===== src/rtl/adder_ctrl_pkg.sv =====
// Shared definitions for the multi-precision adder controller: FSM encoding, the
// shared adder word width, and an index-width helper.
package adder_ctrl_pkg;

  localparam int unsigned WORD_W = 32;

  typedef enum logic [1:0] {
    ST_IDLE = 2'd0,
    ST_RUN  = 2'd1,
    ST_DONE = 2'd2
  } state_e;

  // Bits needed to index n words; never returns less than 1.
  function automatic int unsigned clog2(input int unsigned n);
    int unsigned r;
    r = 1;
    for (int unsigned i = 1; i < 32; i++) begin
      if ((32'd1 << i) < n) r = i + 1;
    end
    return r;
  endfunction

endpackage


===== src/rtl/ripple_carry_adder.sv =====
// Shared WORD_W-bit ripple-carry adder with carry-out and two's-complement overflow.
module ripple_carry_adder
  import adder_ctrl_pkg::*;
(
  input  logic [WORD_W-1:0] A,
  input  logic [WORD_W-1:0] B,
  input  logic              Cin,
  output logic [WORD_W-1:0] Sum,
  output logic              Cout,
  output logic              Overflow
);

  logic [WORD_W:0] carry;

  always_comb begin
    carry[0] = Cin;
    for (int i = 0; i < WORD_W; i++) begin
      Sum[i]       = A[i] ^ B[i] ^ carry[i];
      carry[i + 1] = (A[i] & B[i]) | (carry[i] & (A[i] ^ B[i]));
    end
  end

  assign Cout     = carry[WORD_W];
  // Carry into the sign bit differs from carry out of it exactly on signed overflow.
  assign Overflow = carry[WORD_W] ^ carry[WORD_W - 1];

endmodule


===== src/rtl/wide_add_sequencer.sv =====
// Multi-precision adder: one 32-bit word per cycle through a shared adder, LSW first.
// Optional subtract mode when SUB_MODE_EN is defined (adds the op_sub port).
module wide_add_sequencer
  import adder_ctrl_pkg::*;
#(
  parameter int unsigned NWORDS = 4
) (
  input  logic                     clk,
  input  logic                     rst,
  input  logic                     start,
  input  logic [NWORDS*WORD_W-1:0] a_in,
  input  logic [NWORDS*WORD_W-1:0] b_in,
  input  logic                     cin,
`ifdef SUB_MODE_EN
  input  logic                     op_sub,
`endif
  output logic                     busy,
  output logic                     done,
  output logic [NWORDS*WORD_W-1:0] sum_out,
  output logic                     cout,
  output logic                     overflow
);

  localparam int unsigned TotalW = NWORDS * WORD_W;
  localparam int unsigned IdxW   = clog2(NWORDS);
  localparam logic [IdxW-1:0] LastIdx = IdxW'(NWORDS - 1);

  state_e            state_q, state_d;
  logic [IdxW-1:0]   idx_q, idx_d;
  logic              carry_q, carry_d;
  logic [TotalW-1:0] a_q, a_d, b_q, b_d, sum_q, sum_d;
  logic              busy_q, busy_d, done_q, done_d, cout_q, cout_d, ovf_q, ovf_d;
`ifdef SUB_MODE_EN
  logic              sub_q, sub_d;
`endif

  logic [WORD_W-1:0] add_a, add_b, add_sum;
  logic              add_cout, add_ovf;

  always_comb begin
    add_a = a_q[idx_q * WORD_W +: WORD_W];
`ifdef SUB_MODE_EN
    add_b = b_q[idx_q * WORD_W +: WORD_W] ^ {WORD_W{sub_q}};
`else
    add_b = b_q[idx_q * WORD_W +: WORD_W];
`endif
  end

  ripple_carry_adder u_adder (
    .A        (add_a),
    .B        (add_b),
    .Cin      (carry_q),
    .Sum      (add_sum),
    .Cout     (add_cout),
    .Overflow (add_ovf)
  );

  always_comb begin
    state_d = state_q;
    idx_d   = idx_q;
    carry_d = carry_q;
    a_d     = a_q;
    b_d     = b_q;
    sum_d   = sum_q;
    busy_d  = busy_q;
    done_d  = 1'b0;
    cout_d  = cout_q;
    ovf_d   = ovf_q;
`ifdef SUB_MODE_EN
    sub_d   = sub_q;
`endif
    unique case (state_q)
      ST_IDLE: begin
        if (start) begin
          a_d     = a_in;
          b_d     = b_in;
          idx_d   = '0;
`ifdef SUB_MODE_EN
          sub_d   = op_sub;
          carry_d = op_sub | cin;
`else
          carry_d = cin;
`endif
          busy_d  = 1'b1;
          state_d = ST_RUN;
        end
      end
      ST_RUN: begin
        sum_d[idx_q * WORD_W +: WORD_W] = add_sum;
        carry_d = add_cout;
        idx_d   = idx_q + 1'b1;
        if (idx_q == LastIdx) begin
          idx_d   = '0;
          cout_d  = add_cout;
          ovf_d   = add_ovf;
          busy_d  = 1'b0;
          done_d  = 1'b1;
          state_d = ST_DONE;
        end
      end
      ST_DONE: state_d = ST_IDLE;
      default: state_d = ST_IDLE;
    endcase
  end

  always_ff @(posedge clk or posedge rst) begin
    if (rst) begin
      state_q <= ST_IDLE;
      idx_q   <= '0;
      carry_q <= 1'b0;
      a_q     <= '0;
      b_q     <= '0;
      sum_q   <= '0;
      busy_q  <= 1'b0;
      done_q  <= 1'b0;
      cout_q  <= 1'b0;
      ovf_q   <= 1'b0;
`ifdef SUB_MODE_EN
      sub_q   <= 1'b0;
`endif
    end else begin
      state_q <= state_d;
      idx_q   <= idx_d;
      carry_q <= carry_d;
      a_q     <= a_d;
      b_q     <= b_d;
      sum_q   <= sum_d;
      busy_q  <= busy_d;
      done_q  <= done_d;
      cout_q  <= cout_d;
      ovf_q   <= ovf_d;
`ifdef SUB_MODE_EN
      sub_q   <= sub_d;
`endif
    end
  end

  assign busy     = busy_q;
  assign done     = done_q;
  assign sum_out  = sum_q;
  assign cout     = cout_q;
  assign overflow = ovf_q;

endmodule

===== config.mk =====
export PLATFORM = sky130hd
export DESIGN_NAME = wide_add_sequencer
export DESIGN_NICKNAME = d
export VERILOG_FILES = /design/src/rtl/adder_ctrl_pkg.sv /design/src/rtl/ripple_carry_adder.sv /design/src/rtl/wide_add_sequencer.sv
export SDC_FILE = /design/constraint.sdc
export NUM_CORES = 1
export LEC_CHECK = 0
export BUFFER_PORTS_ARGS = -buffer_cell sky130_fd_sc_hd__buf_2
export CELL_PAD_IN_SITES_DETAIL_PLACEMENT = 0
export CELL_PAD_IN_SITES_GLOBAL_PLACEMENT = 1
export CORE_MARGIN = 2
export CORE_UTILIZATION = 44
export DETAILED_ROUTE_END_ITERATION = 8
export GPL_ROUTABILITY_DRIVEN = 0
export PLACE_DENSITY_LB_ADDON = 0.1
export SETUP_SLACK_MARGIN = 0.05
export SYNTH_ARGS = -nofsm -noshare
export SYNTH_HDL_FRONTEND = slang
export SYNTH_SLANG_ARGS = --single-unit

===== constraint.sdc =====
create_clock -name clk -period 17.55 [get_ports clk]
set_input_delay 0 -clock clk [delete_from_list [all_inputs] [get_ports clk]]
set_output_delay 0 -clock clk [all_outputs]
set_load 0.01 [all_outputs]

Word level (Yosys, flattened, before mapping)
Index checks and enable logic that the tools add are counted.
- add/subtract/negate cells: 2
- $mul: 0
- div/mod/pow operators: 0
- $lt $le $gt $ge: 0
- equal/unequal tests: 4
- shifts and indexed selects: 4
- multiplexer cells: 14
- bitwise gates (word level): 161
- reductions and logical operators: 7
- operators by type and width (cell ; count):
    variable part select 128 x 8 -> 32 bit ; 2
    bitwise mux 128 bit ; 1
    variable shift 32 x 34 -> 128 bit, first input constant ; 1
    variable part select 32 x 34 -> 128 bit ; 1
    XOR 1 bit ; 65
    bitwise AND 1 bit ; 64
    negation 7 -> 34 bit ; 1
    OR 1 bit ; 32
    two-way mux 2 bit ; 4
    one-hot mux 2 bit (2 select lines) ; 2
    AND reduction 2 bit ; 4
    two-way mux 1 bit ; 5
    inequality test 2 bit, second input constant ; 2
    one-hot mux 1 bit (2 select lines) ; 2
    AND reduction 3 bit ; 1
    adder 2 x 1 -> 2 bit, second input constant ; 1
    equality test 2 x 1 -> 1 bit, second input constant ; 1
    equality test 2 bit, second input constant ; 1
    zero test 2 bit ; 1
    nonzero test 2 bit ; 1
- register bits: 393
- bits in latches: 0
- bits in writable memories: 0
- bits in read-only memories: 0
- output and inout bits: 132
- logic and storage cells: 202
- memories kept: 0

Depth between registers and ports, before layout
Gate-level depths: netlist (run 1).
- word-level depth: 67
- mapped depth: 44
- mapped depth without buffers: 41

By module
A second synthesis (run 1) with hierarchy kept.
- cell total of the unflattened synthesis: 1196
- area, all modules: 17246.5 um^2
- by module, submodules not included (module ; instances ; cells an instance ; area an instance (um^2) ; sequential area each (um^2)):
    wide_add_sequencer ; 1 ; 1153 ; 16559.6 ; 9834.4
    ripple_carry_adder ; 1 ; 43 ; 686.9 ; 0.0

Least setup slack after synthesis (run 1)
No wires, ideal clock.
- path type: reg2reg
- start: register idx_q[0]
- end: register sum_q[31] (netlist: sum_out[31])
- library setup time: 0.121 ns
- arrival: 12.977 ns
- data required time: 17.429 ns
- path slack: 4.452 ns
- cell stages (with the launch flop): 44
- path buffers: 3
- clock period less this slack: 13.098 ns
- path through: dfrtp_1 buf_2 buf_2 buf_2 mux4_2 inv_1 fa_1 fa_1 fa_1 fa_1 inv_1 fa_1 fa_1 inv_1 fa_1 fa_1 fa_1 fa_1 (+8 left out) fa_1 fa_1 fa_1 fa_1 inv_1 fa_1 fa_1 inv_1 fa_1 fa_1 fa_1 fa_1 fa_1 fa_1 inv_1 fa_1 fa_1 a22o_1
- cells in the longest elaborated chain, start to end: 67
- elaborated cells between the ends (all ways): 163
- ends and longest elaborated chain (element ; line ; RTL):
    start: declaration ; wide_add_sequencer.sv:29 ; logic [IdxW-1:0] idx_q, idx_d;
    start signal: assignment ; wide_add_sequencer.sv:123 ; idx_q <= idx_d;
    variable part select 128 x 8 -> 32 bit, on equally long branches ; wide_add_sequencer.sv:41, wide_add_sequencer.sv:45 ;
    XOR 1 bit ; ripple_carry_adder.sv:18, ripple_carry_adder.sv:19 ;
    bitwise AND 1 bit ; ripple_carry_adder.sv:19 ; carry[i + 1] = (A[i] & B[i]) | (carry[i] & (A[i] ^ B[i]));
    OR 1 bit ; ripple_carry_adder.sv:19 ;
    bitwise AND 1 bit ; ripple_carry_adder.sv:19 ;
    OR 1 bit ; ripple_carry_adder.sv:19 ;
    bitwise AND 1 bit ; ripple_carry_adder.sv:19 ;
    OR 1 bit ; ripple_carry_adder.sv:19 ;
    (+51 left out) ; -- ;
    OR 1 bit ; ripple_carry_adder.sv:19 ;
    bitwise AND 1 bit ; ripple_carry_adder.sv:19 ;
    OR 1 bit ; ripple_carry_adder.sv:19 ;
    bitwise AND 1 bit ; ripple_carry_adder.sv:19 ;
    OR 1 bit ; ripple_carry_adder.sv:19 ;
    XOR 1 bit ; ripple_carry_adder.sv:18 ; Sum[i] = A[i] ^ B[i] ^ carry[i];
    variable part select 32 x 34 -> 128 bit ; wide_add_sequencer.sv:89 ; sum_d[idx_q * WORD_W +: WORD_W] = add_sum;
    bitwise mux 128 bit (*) ; wide_add_sequencer.sv:89 ;
    end signal: assignment ; wide_add_sequencer.sv:127 ; sum_q <= sum_d;
    end: declaration ; wide_add_sequencer.sv:31 ; logic [TotalW-1:0] a_q, a_d, b_q, b_d, sum_q, sum_d;
Every way passes the cells marked *; elsewhere a longest branch is shown, timed or not.
A chain may end at the register's enable or synchronous reset.

Worst setup path after layout (run 1)
Same ends and word-level chain as after synthesis.

==> results.md, run 1 <==
- Peak VDD IR: between 0.0001 and 0.00015 V
- RSZ-0062 raised after global routing: no
- Leak Pwr: between 10 and 15 nW
- Crit Path Class: flip-flop to flip-flop
- Clock Skews: around 16 ps
- Sequential power share: 0.319
- Crit-path max FO: 26
- Crit path buf inv count: 7
- P_int: between 0.002 and 0.003 W
- Most common cell in the netlist: dfrtp_1
- Ranking of synthesized cells by area: dfrtp_1, mux2_2, mux4_2
- Commonest cells in the synthesized netlist: dfrtp_1, mux2_2, nand2_1
- Post-route cell area: between 0.02 and 0.025 sq mm
- DP Area: 0.01947 sq mm
- Detail Route Antenna Nets: 0
- Nets@finish: 2051
- Clk buf depth: 3
- Reg2reg path depth: 41
- Depth of the CTS H-tree: 2
- Ys flop type: dfrtp_1
- Period Utilization, post-route: 0.8052
- GRT overflow: 0
- IO buf count: roughly 400
- Seq/Total Area, Yosys: 0.5759
- Setup tns final: 0 ps
- PD cells: between 200 and 250 mW/mm^2
- Core Region: around 0.038 sq mm
- Netlist cell types: 35
- Number of synthesized flops with an enable pin: 0
- Initial antenna violation count: 9
- Hpwl dp: 32420 um
- Sw Ratio: 0.3912
- Residual DRC: 0
- Die area: 0.04041 sq mm
- GRT Total Usage: 0.2397
- Combinational power share: 0.490
- WL/cell: 20.55 um
- Post-layout minimum cycle time: ~14000 ps
- Max-slew violations: 0
- CTS sink cnt: between 300 and 400
- FMAX: between 0.07 and 0.08 GHz
- Largest stage delay, worst path: roughly 600 ps
- Cell count after synthesis: 1117
- Worst Path Arrival: between 10000 and 15000 ps
- CTS tree: done
- Slowest CP cell: dfrtp_4
- Clock Latency Late Sink: about 550 ps
- Post-CTS Repair Setup Buffers: 0
- Area of the mapped netlist: around 0.017 sq mm
- Pre-Repair DR Iteration Count: 4
- Post-Syn Area per Cell: approximately 15 sq um
- Hold Violations, Final: 0
- Asr flop ratio synth: 1.000
- Worst R2R Setup Slack: between 3000 and 4000 ps
- Levels on crit path: a little over 40
- Detailed Route WL: 47380 um
- Worst setup path start: idx_q[0]$_DFFE_PP0P_
- Post-CTS resize count: 0
- CP delay by family, top: adder cells
- CP dominant cell by count: fa_1
- CTS clk-pin slew, worst paths: around 60 ps
- Hold Path Class: primary input to asynchronous set/reset pin
- Largest net degree at the start of global routing: 180
- Status: finished clean
- Starting DRT DRC Count: 473
- Root buffer cell: clkbuf_16
- CP endpoint kind: flip-flop
- Top-area cell type share of the netlist area: 0.5759
- Die Y: just over 200 um
- Syn Nets: 1415
- Switching power total: 0.001876 W
- Die width: 201.0 um
- Vias: 11696
- Critical R2R Capture: sum_out[31]$_DFFE_PP0P_
- First-pass GRT wire length: between 70000 and 80000 um
- Num CTS Buffers: between 40 and 50
- Final setup violation count: 0
- Starting Density: 0.4440
- Vias per inst: 5.072
- Row Count: a little over 70
- YS warnings: 0
- CP Data Required Time: approximately 18000 ps
- Vias in the first global route: between 10000 and 15000
- Yosys reg bits: slightly below 400
- Clock share of power: 0.191
- Layout Area Growth over Synthesis: 37.65%
- Top cell type by total area after synthesis: dfrtp_1
- Share of layout cells above drive strength 1: 0.4593
- Worst-Margin Slew: 1165 ps
- # IOs: slightly below 400
- Critical Path Source Type: flip-flop
- Worst r2r src: idx_q[0]$_DFFE_PP0P_
- Max-cap violations: 0
- Normalized max-slew margin: 0.2216
stage by stage:
step / instances / hold WS, ps / power [W] / utilization / setup WS (ps)
2_1_floorplan: 1117 / 151.6 / 0.003040 / - / 4452
5_1_grt: 2305 / 166.6 / 0.005111 / 0.6110 / 2814
3_5_place_dp: 1967 / 164.8 / 0.003857 / 0.5061 / 3301
4_1_cts: 2299 / 123.0 / 0.004834 / 0.6107 / 3267
6_report: 2306 / 103.8 / 0.004795 / 0.6111 / 3420
3_3_place_gp: 1967 / 160.0 / 0.003802 / 0.5061 / 3434
power groups by stage:
stage                     clock [W]  sequential (W)  combinational (W)
after global placement            0         0.00153            0.00227
final                      0.000916         0.00153            0.00235
after floorplan                   0         0.00148            0.00156
after CTS                  0.000939         0.00153            0.00237
after detailed placement          0         0.00154            0.00231
after global routing       0.000975         0.00158            0.00255
worst min-delay path, stage by stage:
cell and delay [ps]:
dlygate4sd3_1 540, buf_2 150, inv_8 440
cell type report:
class	count	area, sq um
inverter	64	247.7
clock inverter	10	127.6
timing repair buffer	665	4674
fill	3155	14960
tap	518	648.1
multi-input combinational	586	6646
clock buffer	63	1304
antenna	7	17.52
sequential	393	9842
logic make-up after synthesis:
family / after synthesis / share of synthesized area
flip-flops: 393 / 0.5759
multiplexers: 322 / 0.2545
buffers and inverters: 138 / 0.03546
AO/OA/AOI/OAI: 135 / 0.06784
AND/OR/NAND/NOR: 90 / 0.02396
adder cells (fa/ha/maj): 38 / 0.04191
XOR/XNOR: 1 / 0.0005130
cells in the final DEF (no fill, tap or decap), types with 2 or more instances in the layout:
cell type      count
buf_4             14
nand2_1           71
and4b_1            2
bufinv_16          3
clkbuf_1           7
diode_2            7
buf_2            391
mux4_2            64
o2bb2ai_4          2
dfrtp_1          391
dlygate4sd3_1    259
clkbuf_8          11
o31ai_1           26
clkbuf_16         45
mux2_2           257
nand3b_1           3
o2bb2ai_2         18
nor2_1             2
dfrtp_4            2
inv_1             63
nor2b_1            2
o2bb2ai_1         32
o21ai_0           36
fa_1              32
clkinv_2           6
nand4b_1           2
a22o_1            18
ha_1               6
repair_timing:
| action | CTS | global route |
|---|---|---|
| hold endpoints to repair | 349 | 0 |
| setup endpoints to repair | 0 | 0 |
| hold buffers | 259 | 0 |
metal layers:
metal | vias up | GRT usage | share of wire
met5 | - | 0 | 0.00061
met4 | 4 | 0.06746 | 0.020
met3 | 65 | 0.04724 | 0.053
met2 | 312 | 0.3727 | 0.47
met1 | 6024 | 0.3452 | 0.46
li1 | 5291 | - | -
worst max-delay path by stage:
| stage | to | slack [ps] |
|---|---|---|
| final | sum_out[31]$_DFFE_PP0P_ | 3420 |
| after global routing | sum_out[31]$_DFFE_PP0P_ | 2810 |
| after CTS | sum_out[31]$_DFFE_PP0P_ | 3270 |
| after detailed placement | sum_out[95]$_DFFE_PP0P_ | 3300 |
| after global placement | sum_out[31]$_DFFE_PP0P_ | 3430 |
| after floorplan | sum_out[31]$_DFFE_PP0P_ | 4450 |
state kept, by name (all words and copies together), names as in the netlist:
name	cells
a_q	128
b_q	128
busy	1
carry_q	1
cout	1
done	1
idx_q	2
overflow	1
state_q	2
sum_out	128
Power figures use the tool's default switching activity.
==> inputs of run 2 (changes only) <==
CORE_UTILIZATION = 40   (was 44)
clock period = 11.5 ns   (was 17.55 ns; I/O delays follow)
==> results.md, run 2 (synthesized netlist as in run 1, its figures left out) <==
- Status: finished, violations left
- Violated checks: negative setup slack
- Nets@finish: 2060
- CTS clk-pin slew, worst paths: 60 ps
- Residual DRC: 0
- IO buf count: ~390
- Area of the multi-input gates: just under 0.007 sq mm
- Largest stage delay, worst path: 510 ps
- Die area: 0.04436 sq mm
- Starting Density: 0.4062
- Post-route cell area: 0.02365 sq mm
- Critical Path Source Type: flip-flop
- Die Y: approximately 210 um
- Crit-path max FO: 4
- Max-cap violations: 0
- Hold Violations, Final: 0
- Detailed Route WL: 48070 um
- Switching power total: 0.002960 W
- Hpwl dp: 33100 um
- Root buffer cell: clkbuf_16
- GRT overflow: 0
- First-pass GRT wire length: 75090 um
- FMAX: about 0.081 GHz
- PD cells: ~320 mW/mm^2
- CP dominant cell by count: fa_2
- Vias in the first global route: approximately 13000
- Vias per inst: between 5 and 6
- Die width: 210.6 um
- FILL cells: around 3500
- DP Area: between 0.015 and 0.02 sq mm
- # IOs: 392
- Clock share of power: 0.183
- Most frequent cells in the layout: dfrtp_1, buf_2, dlygate4sd3_1
- Worst-Margin Slew: approximately 1100 ps
- Depth of the CTS H-tree: 2
- Largest net degree at the start of global routing: about 150
- Sw Ratio: 0.3910
- Starting DRT DRC Count: between 400 and 500
- Clk buf depth: 3
- Register area: ~0.0098 sq mm
- Hold Path Class: primary input to asynchronous set/reset pin
- Crit Path Class: flip-flop to flip-flop
- Period Utilization, post-route: 1.068
- Detail Route Antenna Nets: 0
- Leak Pwr: ~11 nW
- CTS sink cnt: between 300 and 400
- Clock Latency Late Sink: about 570 ps
- Normalized max-slew margin: 0.2605
- Worst Path Arrival: approximately 13000 ps
- Clock Skews: ~21 ps
- CTS tree: done
- GRT Total Usage: 0.2216
- Final setup violation count: 15
- RSZ-0062 raised after global routing: yes
- M2 GR Usage: 0.3429
- Share of layout cells above drive strength 1: 0.4791
- Gr busiest metal: met2
- Core Region: about 0.042 sq mm
- CP Data Required Time: 11960 ps
- Slowest CP cell: dfrtp_4
- Setup WS post-layout: -785.0 ps
- Met3 Use GR: 0.03687
- Max-slew violations: 0
- Layout Area Growth over Synthesis: 38.51%
- Peak VDD IR: ~0.00023 V
- Met1 GRT Util: 0.3253
- P_int: between 0.004 and 0.005 W
- Place WS: -872.5 ps
- Sequential power share: 0.303
- Initial antenna violation count: 5
- CP endpoint kind: flip-flop
- WL/cell: a little over 20 um
- Row Count: 75
- Pre-Repair DR Iteration Count: 4
- Total Power: 0.007570 W
- Vias: about 12000
- Num CTS Buffers: 44
- Combinational power share: 0.515
- Post-layout minimum cycle time: ~12000 ps
## run 2: cell types whose count changed in the layout (fill, tap and decap cells not counted), moves of 4 or more
cell / before / now
fa_1: 32 / 1
fa_2: 0 / 31
clkbuf_1: 7 / 16
buf_4: 14 / 21
diode_2: 7 / 2
inv_1: 63 / 59
inv_2: 0 / 4
## run 2: layer usage
metal  routed length [um]  part of all wire
met2                22130              0.46
met3                 2323             0.048
met5                   13           0.00027
met1                22730              0.47
met4                  869             0.018
## run 2: cell type report
cell class                      count  share of cell area
Tap cell                          539             0.02851
Clock buffer                       72             0.05655
Clock inverter                      7            0.002962
Timing Repair Buffer              673              0.2007
Sequential cell                   393              0.4161
Antenna cell                        2           0.0002116
Inverter                           64             0.01047
Multi-Input combinational cell    586              0.2845
## run 2: power groups by stage
stage	registers [W]	logic, W	clock network [W]
2_1_floorplan	0.00227	0.00251	0
3_3_place_gp	0.00230	0.00377	0
3_5_place_dp	0.00231	0.00383	0
4_1_cts	0.00229	0.00391	0.00141
5_1_grt	0.00237	0.00425	0.00147
6_report	0.00229	0.00390	0.00138
## run 2: metrics by stage
stage                     hold slack, ps  utilization  instances  setup TNS, ps
after detailed placement           192.5       0.4670       1995          -8009
final                              110.8       0.5626       2336          -6820
after CTS                          131.1       0.5624       2334          -8009
after global routing               169.9       0.5626       2336         -12890
after global placement             189.5       0.4670       1995          -6862
after floorplan                    151.6            -       1117          -3297
## run 2: worst paths after layout
| path | from | end | slack (ps) | depth (start not counted) |
|---|---|---|---|---|
| max | idx_q[0]$_DFFE_PP0P_ | sum_out[95]$_DFFE_PP0P_ | -790 | 40 |
| min | rst | sum_out[24]$_DFFE_PP0P_ | 110 | 3 |
| max reg2reg | idx_q[0]$_DFFE_PP0P_ | sum_out[95]$_DFFE_PP0P_ | -790 | 40 |
| min reg2reg | sum_out[34]$_DFFE_PP0P_ | sum_out[34]$_DFFE_PP0P_ | 470 | 2 |
| max in group asynchronous | rst | idx_q[0]$_DFFE_PP0P_ | 9770 | 4 |
| min in group clk | b_in[112] | b_q[112]$_DFFE_PP0P_ | 190 | 3 |
## run 2: critical path: cells and delay by family, from the launching register on
kind	cells	cell delay, ps
muxes	1	350
AOI/OAI and AO/OA	1	240
DFF	1	510
buffers and inverters	6	360
adders and majority gates	32	10690
## run 2: repair_timing
action / 4_1_cts / 5_1_grt
pin swaps: 1 / 2
setup buffers: 1 / 0
gates resized for setup: 1 / 6
endpoints found under the hold margin: 358 / 0
hold buffers: 259 / 0
endpoints found under the setup margin: 15 / 19
==> inputs of run 3 (changes only) <==
CORE_ASPECT_RATIO = 2   (was unset)
==> results.md, run 3 (synthesized netlist as in run 1, its figures left out) <==
- Critical R2R Capture: sum_out[95]$_DFFE_PP0P_
- CTS tree: done
- DP Cell Count: between 2000 and 2500
- Crit-path max FO: 5
- GRT Total Usage: 0.2117
- Max-slew violations: 0
- First-pass GRT wire length: between 70000 and 80000 um
- Core Region: ~0.042 sq mm
- CP dominant cell by count: fa_2
- Post-layout minimum cycle time: ~12000 ps
- Detailed Route WL: 46710 um
- CTS clk-pin slew, worst paths: 70 ps
- Starting Density: 0.4037
- Row Count: around 110
- Layout Cells excl Fill: roughly 2300
- Max-cap violations: 0
- Initial antenna violation count: 6
- Share of layout cells above drive strength 1: 0.4843
- Leak Pwr: approximately 11 nW
- CP Data Required Time: ~12000 ps
- Largest net degree at the start of global routing: about 120
- Post-layout util: 0.5555
- # IOs: approximately 390
- Reg2reg path depth: 40
- Starting DRT DRC Count: 431
- Slowest CP cell: dfrtp_4
- Combinational power share: 0.517
- Clk buf depth: 3
- Clock share of power: 0.168
- Residual DRC: 0
- Hpwl dp: roughly 33000 um
- Pre-Repair DR Iteration Count: 4
- Clock Latency Late Sink: roughly 540 ps
- Largest stage delay, worst path: approximately 510 ps
- CP endpoint kind: flip-flop
- IO buf count: a little under 400
- GRT overflow: 0
- P_int: between 0.004 and 0.005 W
- Hold Path Class: primary input to asynchronous set/reset pin
- Vias per inst: between 4 and 5
- Period Utilization, post-route: 1.069
- Depth of the CTS H-tree: 2
- Clock Skews: 18.43 ps
- Switching power total: ~0.0028 W
- Die width: between 150 and 200 um
- Layout Area Growth over Synthesis: 37.60%
- Nets@finish: 2057
- Worst r2r src: idx_q[0]$_DFFE_PP0P_
- CTS sink cnt: 393
- Sequential power share: 0.315
- Total Power: ~0.0073 W
- PD cells: 310.9 mW/mm^2
- Hold Violations, Final: 0
- Vias in the first global route: between 10000 and 15000
- Worst R2R Setup Slack: -790 ps
- Sw Ratio: 0.3847
- Final setup violation count: 15
- Vias: between 10000 and 15000
- WL/cell: roughly 20 um
- FMAX: between 0.08 and 0.09 GHz
- Detail Route Antenna Nets: 0
- Worst setup path start: idx_q[0]$_DFFE_PP0P_
- Peak VDD IR: between 0.00015 and 0.0002 V
- Crit Path Class: flip-flop to flip-flop
- Setup WS post-layout: -792.6 ps
- Root buffer cell: clkbuf_16
- Normalized max-slew margin: 0.2187
- Most frequent cells in the layout: dfrtp_1, buf_2, dlygate4sd3_1
- Violated checks: negative setup slack
- Die Y: between 200 and 300 um
- Critical Path Source Type: flip-flop
- Num CTS Buffers: 37
- Worst Path Arrival: 12710 ps
- Die area: between 0.04 and 0.05 sq mm
- RSZ-0062 raised after global routing: yes
- Status: finished, violations left
- Worst-Margin Slew: around 1200 ps
-- run 3: worst max-delay path by stage --
stage | endpoint | slack (ps) | cells past startpoint
floorplan | sum_out[95]$_DFFE_PP0P_ | -510 | 43
CTS | sum_out[95]$_DFFE_PP0P_ | -850 | 40
global placement | sum_out[95]$_DFFE_PP0P_ | -810 | 40
detailed placement | sum_out[95]$_DFFE_PP0P_ | -850 | 40
global route | sum_out[95]$_DFFE_PP0P_ | -1120 | 40
finish | sum_out[95]$_DFFE_PP0P_ | -790 | 40
-- run 3: what timing repair did --
item / 4_1_cts / 5_1_grt
resized for setup: 2 / 16
setup buffers: 1 / 1
hold buffers: 259 / 0
pin swaps: 2 / 4
endpoints found under the setup margin: 15 / 19
endpoints found under the hold margin: 374 / 0
-- run 3: through the flow --
stage	instance area, sq um	worst slack, ps	hold slack [ps]	TNS [ps]
2_1_floorplan	17180	-511.2	151.6	-3297
3_3_place_gp	19640	-811.2	209.8	-7147
3_5_place_dp	19640	-845.6	226.0	-7591
4_1_cts	23440	-848.0	191.6	-7806
5_1_grt	23500	-1117	220.7	-12200
6_report	23500	-792.6	175.0	-6998
-- run 3: power by group through the flow --
stage	combinational (W)	clock (W)	sequential, W
floorplan	0.00251	0	0.00227
global placement	0.00364	0	0.00228
detailed placement	0.00371	0	0.00233
CTS	0.00380	0.00126	0.00230
global route	0.00414	0.00131	0.00238
finish	0.00378	0.00123	0.00230
-- run 3: cell type report --
type	instances	area [sq um]
clock inverters	11	92.59
well taps	545	681.9
clock buffers	55	1106
repair buffers	677	4756
flip-flops and latches	393	9842
fillers	3578	18810
multi-input cells	586	6758
inverters	64	250.2
diodes	5	12.51
-- run 3: critical path: cells and delay by family (launching register included) --
kind | cells | cell delay [ps]
buffers and inverters | 6 | 340
DFF | 1 | 510
muxes | 1 | 350
adders and majority gates | 32 | 10710
AOI/OAI and AO/OA | 1 | 250
-- run 3: routing by layer --
metal,global-route usage,part of all wire
met1,0.2849,0.43
met2,0.3552,0.50
met3,0.03569,0.056
met4,0.05752,0.021
met5,0,0.00028
